--- src/rtl/pulse_capture_pkg.sv ---
// Shared types and constants for the pulse capture block.
package pulse_capture_pkg;

  typedef enum logic {
    IDLE    = 1'b0,
    CAPTURE = 1'b1
  } capState_t;

  localparam logic POL_RISE = 1'b1;
  localparam logic POL_FALL = 1'b0;

  function automatic logic maj3(input logic a, input logic b, input logic c);
    return (a & b) | (a & c) | (b & c);
  endfunction

endpackage

--- src/rtl/pulse_capture_if.sv ---
// Event word stream: {polarity, timestamp} with valid/ready handshake.
interface pulse_capture_if #(
  parameter int CNT_W = 16
) ();
  logic [CNT_W:0] oDATA;
  logic           oVALID;
  logic           iREADY;

  modport master (output oDATA, output oVALID, input iREADY);
  modport slave  (input oDATA, input oVALID, output iREADY);
endinterface

--- src/rtl/pulse_capture_fifo.sv ---
// Synchronous event FIFO; head word is held in a register so it stays stable
// while the consumer stalls. A full FIFO still accepts a push if it pops.
module pulse_capture_fifo #(
  parameter int W     = 17,
  parameter int DEPTH = 8
) (
  input  logic         iCLK,
  input  logic         iRESETn,
  input  logic         wrEn,
  input  logic [W-1:0] wrData,
  input  logic         rdEn,
  output logic [W-1:0] rdData,
  output logic         full,
  output logic         empty
);
  localparam int AW = $clog2(DEPTH);

  logic [W-1:0]  mem [DEPTH];
  logic [AW-1:0] wrPtr, rdPtr, nextRd;
  logic [AW:0]   count, countNext;
  logic          doPush, doPop;

  assign full   = (count == (AW+1)'(DEPTH));
  assign empty  = (count == '0);
  assign doPop  = rdEn & ~empty;
  assign doPush = wrEn & (~full | doPop);
  assign nextRd = rdPtr + 1'b1;

  always_comb begin
    countNext = count + (AW+1)'(doPush) - (AW+1)'(doPop);
  end

  always_ff @(posedge iCLK) begin
    if (doPush) mem[wrPtr] <= wrData;
  end

  always_ff @(posedge iCLK or negedge iRESETn) begin
    if (!iRESETn) begin
      wrPtr  <= '0;
      rdPtr  <= '0;
      count  <= '0;
      rdData <= '0;
    end else begin
      if (doPush) wrPtr <= wrPtr + 1'b1;
      if (doPop)  rdPtr <= nextRd;
      count <= countNext;
      // Refresh the head register whenever the head entry changes.
      if (doPop) begin
        if (count > (AW+1)'(1)) rdData <= mem[nextRd];
        else if (doPush)        rdData <= wrData;
      end else if (empty && doPush) begin
        rdData <= wrData;
      end
    end
  end
endmodule

--- src/rtl/pulse_capture.sv ---
// Timestamps iRF edges inside a WINDOW-cycle capture window opened by an iTRIG
// rising edge. Define PULSE_CAPTURE_GLITCH_FILTER_EN to add a 3-sample majority
// filter on iRF (rejects pulses shorter than 2 cycles, adds 2 cycles latency).
module pulse_capture
  import pulse_capture_pkg::*;
#(
  parameter int CNT_W  = 16,
  parameter int WINDOW = 1000,
  parameter int DEPTH  = 8
) (
  input  logic iCLK,
  input  logic iRESETn,
  input  logic iTRIG,
  input  logic iRF,
  output logic oBUSY,
  output logic oOVERFLOW,
  pulse_capture_if.master evt
);
  localparam logic [CNT_W-1:0] LAST = CNT_W'(WINDOW - 1);

  capState_t        state;
  logic [CNT_W-1:0] cnt;
  logic [2:0]       trigSync;
  logic             trigRise, rfRise, rfFall;
  logic             push, drop, fifoFull, fifoEmpty;
  logic [CNT_W:0]   fifoData;

  // [1:0] synchroniser, [2] previous sample for edge detection
  always_ff @(posedge iCLK or negedge iRESETn) begin
    if (!iRESETn) begin
      trigSync <= '0;
      trigRise <= 1'b0;
    end else begin
      trigSync <= {trigSync[1:0], iTRIG};
      trigRise <= trigSync[1] & ~trigSync[2];
    end
  end

`ifdef PULSE_CAPTURE_GLITCH_FILTER_EN
  logic [3:0] rfSync;
  logic       rfMaj, rfMajD;

  always_ff @(posedge iCLK or negedge iRESETn) begin
    if (!iRESETn) begin
      rfSync <= '0;
      rfMaj  <= 1'b0;
      rfMajD <= 1'b0;
      rfRise <= 1'b0;
      rfFall <= 1'b0;
    end else begin
      rfSync <= {rfSync[2:0], iRF};
      rfMaj  <= maj3(rfSync[1], rfSync[2], rfSync[3]);
      rfMajD <= rfMaj;
      rfRise <= rfMaj & ~rfMajD;
      rfFall <= ~rfMaj & rfMajD;
    end
  end
`else
  logic [2:0] rfSync;

  always_ff @(posedge iCLK or negedge iRESETn) begin
    if (!iRESETn) begin
      rfSync <= '0;
      rfRise <= 1'b0;
      rfFall <= 1'b0;
    end else begin
      rfSync <= {rfSync[1:0], iRF};
      rfRise <= rfSync[1] & ~rfSync[2];
      rfFall <= ~rfSync[1] & rfSync[2];
    end
  end
`endif

  // Edges in the IDLE->CAPTURE cycle are dropped because state is still IDLE.
  assign push = (state == CAPTURE) & (rfRise | rfFall);
  assign drop = push & fifoFull & ~evt.iREADY;

  always_ff @(posedge iCLK or negedge iRESETn) begin
    if (!iRESETn) begin
      state     <= IDLE;
      cnt       <= '0;
      oBUSY     <= 1'b0;
      oOVERFLOW <= 1'b0;
    end else begin
      case (state)
        IDLE: begin
          if (trigRise) begin
            state     <= CAPTURE;
            cnt       <= '0;
            oBUSY     <= 1'b1;
            oOVERFLOW <= 1'b0;
          end
        end
        CAPTURE: begin
          if (drop) oOVERFLOW <= 1'b1;
          if (cnt == LAST) begin
            state <= IDLE;
            oBUSY <= 1'b0;
          end else begin
            cnt <= cnt + 1'b1;
          end
        end
        default: state <= IDLE;
      endcase
    end
  end

  pulse_capture_fifo #(
    .W     (CNT_W + 1),
    .DEPTH (DEPTH)
  ) uFifo (
    .iCLK    (iCLK),
    .iRESETn (iRESETn),
    .wrEn    (push),
    .wrData  ({rfRise ? POL_RISE : POL_FALL, cnt}),
    .rdEn    (evt.iREADY),
    .rdData  (fifoData),
    .full    (fifoFull),
    .empty   (fifoEmpty)
  );

  assign evt.oDATA  = fifoData;
  assign evt.oVALID = ~fifoEmpty;
endmodule

--- src/flat_wrapper.sv ---
// flat-port wrapper written by rule: the top's interface ports become plain ports
module pulse_capture_flat import pulse_capture_pkg::*;
#(
  parameter int CNT_W  = 16,
  parameter int WINDOW = 1000,
  parameter int DEPTH  = 8
)
  (iCLK, iRESETn, iTRIG, iRF, oBUSY, oOVERFLOW, evt_oDATA, evt_oVALID, evt_iREADY);
  pulse_capture_if #(.CNT_W(CNT_W)) evt_i ();
  input  logic iCLK;
  input  logic iRESETn;
  input  logic iTRIG;
  input  logic iRF;
  output logic oBUSY;
  output logic oOVERFLOW;
  output wire logic [$bits(evt_i.oDATA)-1:0] evt_oDATA;
  output wire logic [$bits(evt_i.oVALID)-1:0] evt_oVALID;
  input wire logic [$bits(evt_i.iREADY)-1:0] evt_iREADY;
  assign evt_oDATA = evt_i.oDATA;
  assign evt_oVALID = evt_i.oVALID;
  assign evt_i.iREADY = evt_iREADY;
  pulse_capture #(.CNT_W(CNT_W), .WINDOW(WINDOW), .DEPTH(DEPTH)) u_core (.iCLK(iCLK), .iRESETn(iRESETn), .iTRIG(iTRIG), .iRF(iRF), .oBUSY(oBUSY), .oOVERFLOW(oOVERFLOW), .evt(evt_i));
endmodule
--- config.mk ---
export PLATFORM = sky130hd
export DESIGN_NAME = pulse_capture_flat
export DESIGN_NICKNAME = d
export VERILOG_FILES = /design/src/rtl/pulse_capture_pkg.sv /design/src/rtl/pulse_capture_if.sv /design/src/rtl/pulse_capture_fifo.sv /design/src/rtl/pulse_capture.sv /design/src/flat_wrapper.sv
export SDC_FILE = /design/constraint.sdc
export NUM_CORES = 1
export LEC_CHECK = 0
export ABC_AREA = 0
export BUFFER_PORTS_ARGS = -buffer_cell sky130_fd_sc_hd__buf_2
export CAP_MARGIN = 20
export CORE_MARGIN = 5
export CORE_UTILIZATION = 60
export CTS_CLUSTER_DIAMETER = 40
export DETAILED_ROUTE_END_ITERATION = 10
export HOLD_SLACK_MARGIN = 0.02
export PLACE_DENSITY = 0.77
export SETUP_SLACK_MARGIN = 0.02
export SYNTH_ARGS = -nofsm -noshare
export SYNTH_HDL_FRONTEND = slang
export SYNTH_SLANG_ARGS = --single-unit
--- constraint.sdc ---
create_clock -name iCLK -period 3.9 [get_ports iCLK]
set_input_delay 0.195 -clock iCLK [delete_from_list [all_inputs] [get_ports iCLK]]
set_output_delay 0.195 -clock iCLK [all_outputs]
set_load 0.02 [all_outputs]
==> impl_metrics.json <==
{
  "run_status": "finished, final reports clean",
  "timing.critical_path.arrival_ns": 2.82,
  "layout.cells.non_filler": 768,
  "crit_path_start_kind": "flop",
  "synthFlopType": "sky130_fd_sc_hd__edfxtp_1",
  "worst_hold_path_type": "input port to flop",
  "max-vdd-ir-drop_mv": 0.527,
  "remaining_drc_errors": 0,
  "endpoint_kind": "flop",
  "combinationalPowerShare": 0.375,
  "port_buffers": 24,
  "maximum_number_of_pins_on_one_net_before_global_route_repair": 48,
  "final_antenna_diode_count": 0,
  "finalHoldViolations": 0,
  "fin_area_mm2": 0.00898,
  "cts-htree-levels": 4,
  "dieArea_mm2": 0.0157,
  "power.share.sequential": 0.397,
  "synth_largest_area_cell": "sky130_fd_sc_hd__edfxtp_1",
  "overflow": 0,
  "antenna_found_initial": 0,
  "clock-skew-final_ns": 0.0109,
  "fin_crit_sh": 0.690,
  "synth_area_mm2": 0.00799,
  "fin_hold_ws_ns": 0.0764,
  "synth-edff-count": 136,
  "fillers": 916,
  "clock-sinks": 191,
  "area_growth_synth_to_finish_pct": 12.4,
  "setup_tns_ns": 0,
  "critPathKind": "flop to flop",
  "number_of_global_route_vias_before_repair": 4875,
  "place_congestion": 0.816,
  "min_period_ns": 2.69,
  "synth_cell_type_count": 40,
  "routed-via-count": 4685,
  "cts_tree": "yes",
  "row_count": 42,
  "synth_top_area_share": 0.511,
  "nets": 595,
  "drtPass1Iterations": 5,
  "timing.critical_path.fanout_max": 9,
  "global_route.usage.total": 0.217,
  "cts.root.buffer_cell": "sky130_fd_sc_hd__clkbuf_16",
  "ys_ff_latch": 191,
  "route.detailed.vias_per_inst": 6.10,
  "crit_required_ns": 4.02,
  "critical_path_slowest_stage_cell": "sky130_fd_sc_hd__nor2_1",
  "synth_nets": 563,
  "power.leakage_nw": 3.57,
  "design.portCount": 25,
  "pre_cts_slack_ns": 1.20,
  "synth-seq-area-share": 0.683,
  "cellPowerDensity_mw_per_mm2": 834,
  "timing.slew.headroom": 0.317,
  "max-cap-violations": 0,
  "ant_nets": 0,
  "total_cts_buffers": 17,
  "dr.first_iter.drc_count": 518,
  "power.share.clock": 0.229,
  "die_height_um": 125,
  "postSynthCellCount": 548,
  "total_cell_area_at_the_placement_stage_mm2": 0.00835,
  "swShare": 0.361,
  "wire_length_of_the_first_global_routing_pass_um": 26200,
  "wl_per_cell_um": 21.4,
  "final_layout_size_suffix_gt1_frac": 0.137,
  "hpwl_um": 9880,
  "p_sw_mw": 2.71,
  "power_report.internal_total_mw": 4.79,
  "synth.most_common_cell": "sky130_fd_sc_hd__edfxtp_1",
  "synth_top_cells_by_area": "sky130_fd_sc_hd__edfxtp_1 (51%), sky130_fd_sc_hd__dfrtp_1 (17%), sky130_fd_sc_hd__mux2i_1 (13%)",
  "layout_setup_ws_ns": 1.21,
  "slew_violations": 0,
  "final_core_utilization": 0.684,
  "report.final.setup_viol": 0,
  "insertion_delay_of_the_later_clocked_pin_in_the_worst_skew_pair_ns": 0.43,
  "clock.fmax_mhz": 372,
  "clk_transition_reported_paths_ns": 0.06,
  "clockBufferDepth": 2,
  "die_width_um": 125,
  "dp.cells": 733,
  "max_slew.worst_pin.slew_ns": 1.02,
  "grt_setup_unrepaired": "no",
  "ys.warnings.count": 0,
  "slowest_delay_ns": 0.81,
  "postRouteWirelength_um": 16500,
  "postSynth.asyncResetShare": 0.288,
  "crit_chain": "inv_1, ha_1, or3b_2, o21a_1, nand2b_1, nor2_1, buf_4",
  "p_total_mw": 7.49,
  "commonest_cells_in_the_netlist": "sky130_fd_sc_hd__edfxtp_1 (136), sky130_fd_sc_hd__mux2i_1 (107), sky130_fd_sc_hd__nand3_1 (79)",
  "floorplan.initialDensity": 0.608,
  "placeableCoreArea_mm2": 0.0131,
  "post_syn_area_per_cell_um2": 14.6
}
[state kept, by name, summed over array words and instances (netlist names), 3 cells and up]
register and cells:
u_core.uFifo.rdData 17, u_core.cnt 16, u_core.uFifo.count 4, u_core.uFifo.wrPtr 3
u_core.trigSync 3, u_core.rfSync 3, u_core.uFifo.rdPtr 3, u_core.uFifo.mem 136
[layout make-up]
| class | instances | area, um2 | area share |
|---|---|---|---|
| Tap cell | 176 | 220 | 0.0245 |
| Multi-Input combinational cell | 315 | 2390 | 0.266 |
| Sequential cell | 191 | 5460 | 0.608 |
| Clock buffer | 20 | 447 | 0.0497 |
| Inverter | 11 | 41.3 | 0.00460 |
| Timing Repair Buffer | 44 | 285 | 0.0318 |
| Clock inverter | 11 | 141 | 0.0157 |
[cell usage in the layout, fill, tap and decap left out, drive strengths merged, types with 10 or more instances in the layout]
master,synthesis,final
clkbuf,19,20
dfrtp,55,55
inv,10,10
nand3,80,80
edfxtp,136,136
mux2i,107,107
nand4,24,24
nand2,18,18
buf,12,41
[cells by family after synthesis]
group | synth area share
xor+xnor | 0.0142
flops | 0.683
compound gates | 0.0169
simple gates | 0.109
fa+ha+maj | 0.0166
mux | 0.137
buf+inv | 0.0235
[path summary, 6_finish.rpt]
kind                                             from                       to  slack (ns)  cells past startpoint
max in group asynchronous                     iRESETn   u_core.uFifo.rdData[7]        2.83                      3
worst min register to register       u_core.rfSync[0]         u_core.rfSync[1]        0.35                      0
worst max-delay path            u_core.uFifo.count[2]  u_core.uFifo.mem[4][16]        1.21                      7
min in group asynchronous                     iRESETn   u_core.uFifo.rdData[9]        0.16                      2
worst min-delay path                       evt_iREADY         u_core.oOVERFLOW        0.08                      2
worst max register to register  u_core.uFifo.count[2]  u_core.uFifo.mem[4][16]        1.21                      7
[worst max-delay path, delay by kind of cell (launching register included)]
family	cells	cell delay [ns]
compound gates	1	0.25
buf+inv	2	0.41
flops	1	0.33
fa+ha+maj	1	0.20
simple gates	3	1.21
[per-layer routing]
metal / global-route usage / part of all wire
met1: 0.274 / 0.41
met3: 0.0507 / 0.057
met2: 0.368 / 0.51
met5: 0 / 0
met4: 0.0829 / 0.022
[repair_timing]
action                                 in CTS  in global routing
endpoints found under the hold margin      10                  0
buffers inserted                            0                  0
hold buffers                                3                  0
gates resized for setup                     0                  0
[power by group through the flow]
| stage | sequential (mW) | clock, mW | combinational, mW |
|---|---|---|---|
| after floorplan | 2.99 | 0 | 1.98 |
| after global routing | 3.01 | 1.84 | 3.03 |
| after global placement | 2.97 | 0 | 2.70 |
| after detailed placement | 3.01 | 0 | 2.76 |
| final | 2.97 | 1.71 | 2.81 |
| after CTS | 2.97 | 1.74 | 2.80 |
Note: power is estimated with default switching activity, not from simulation.
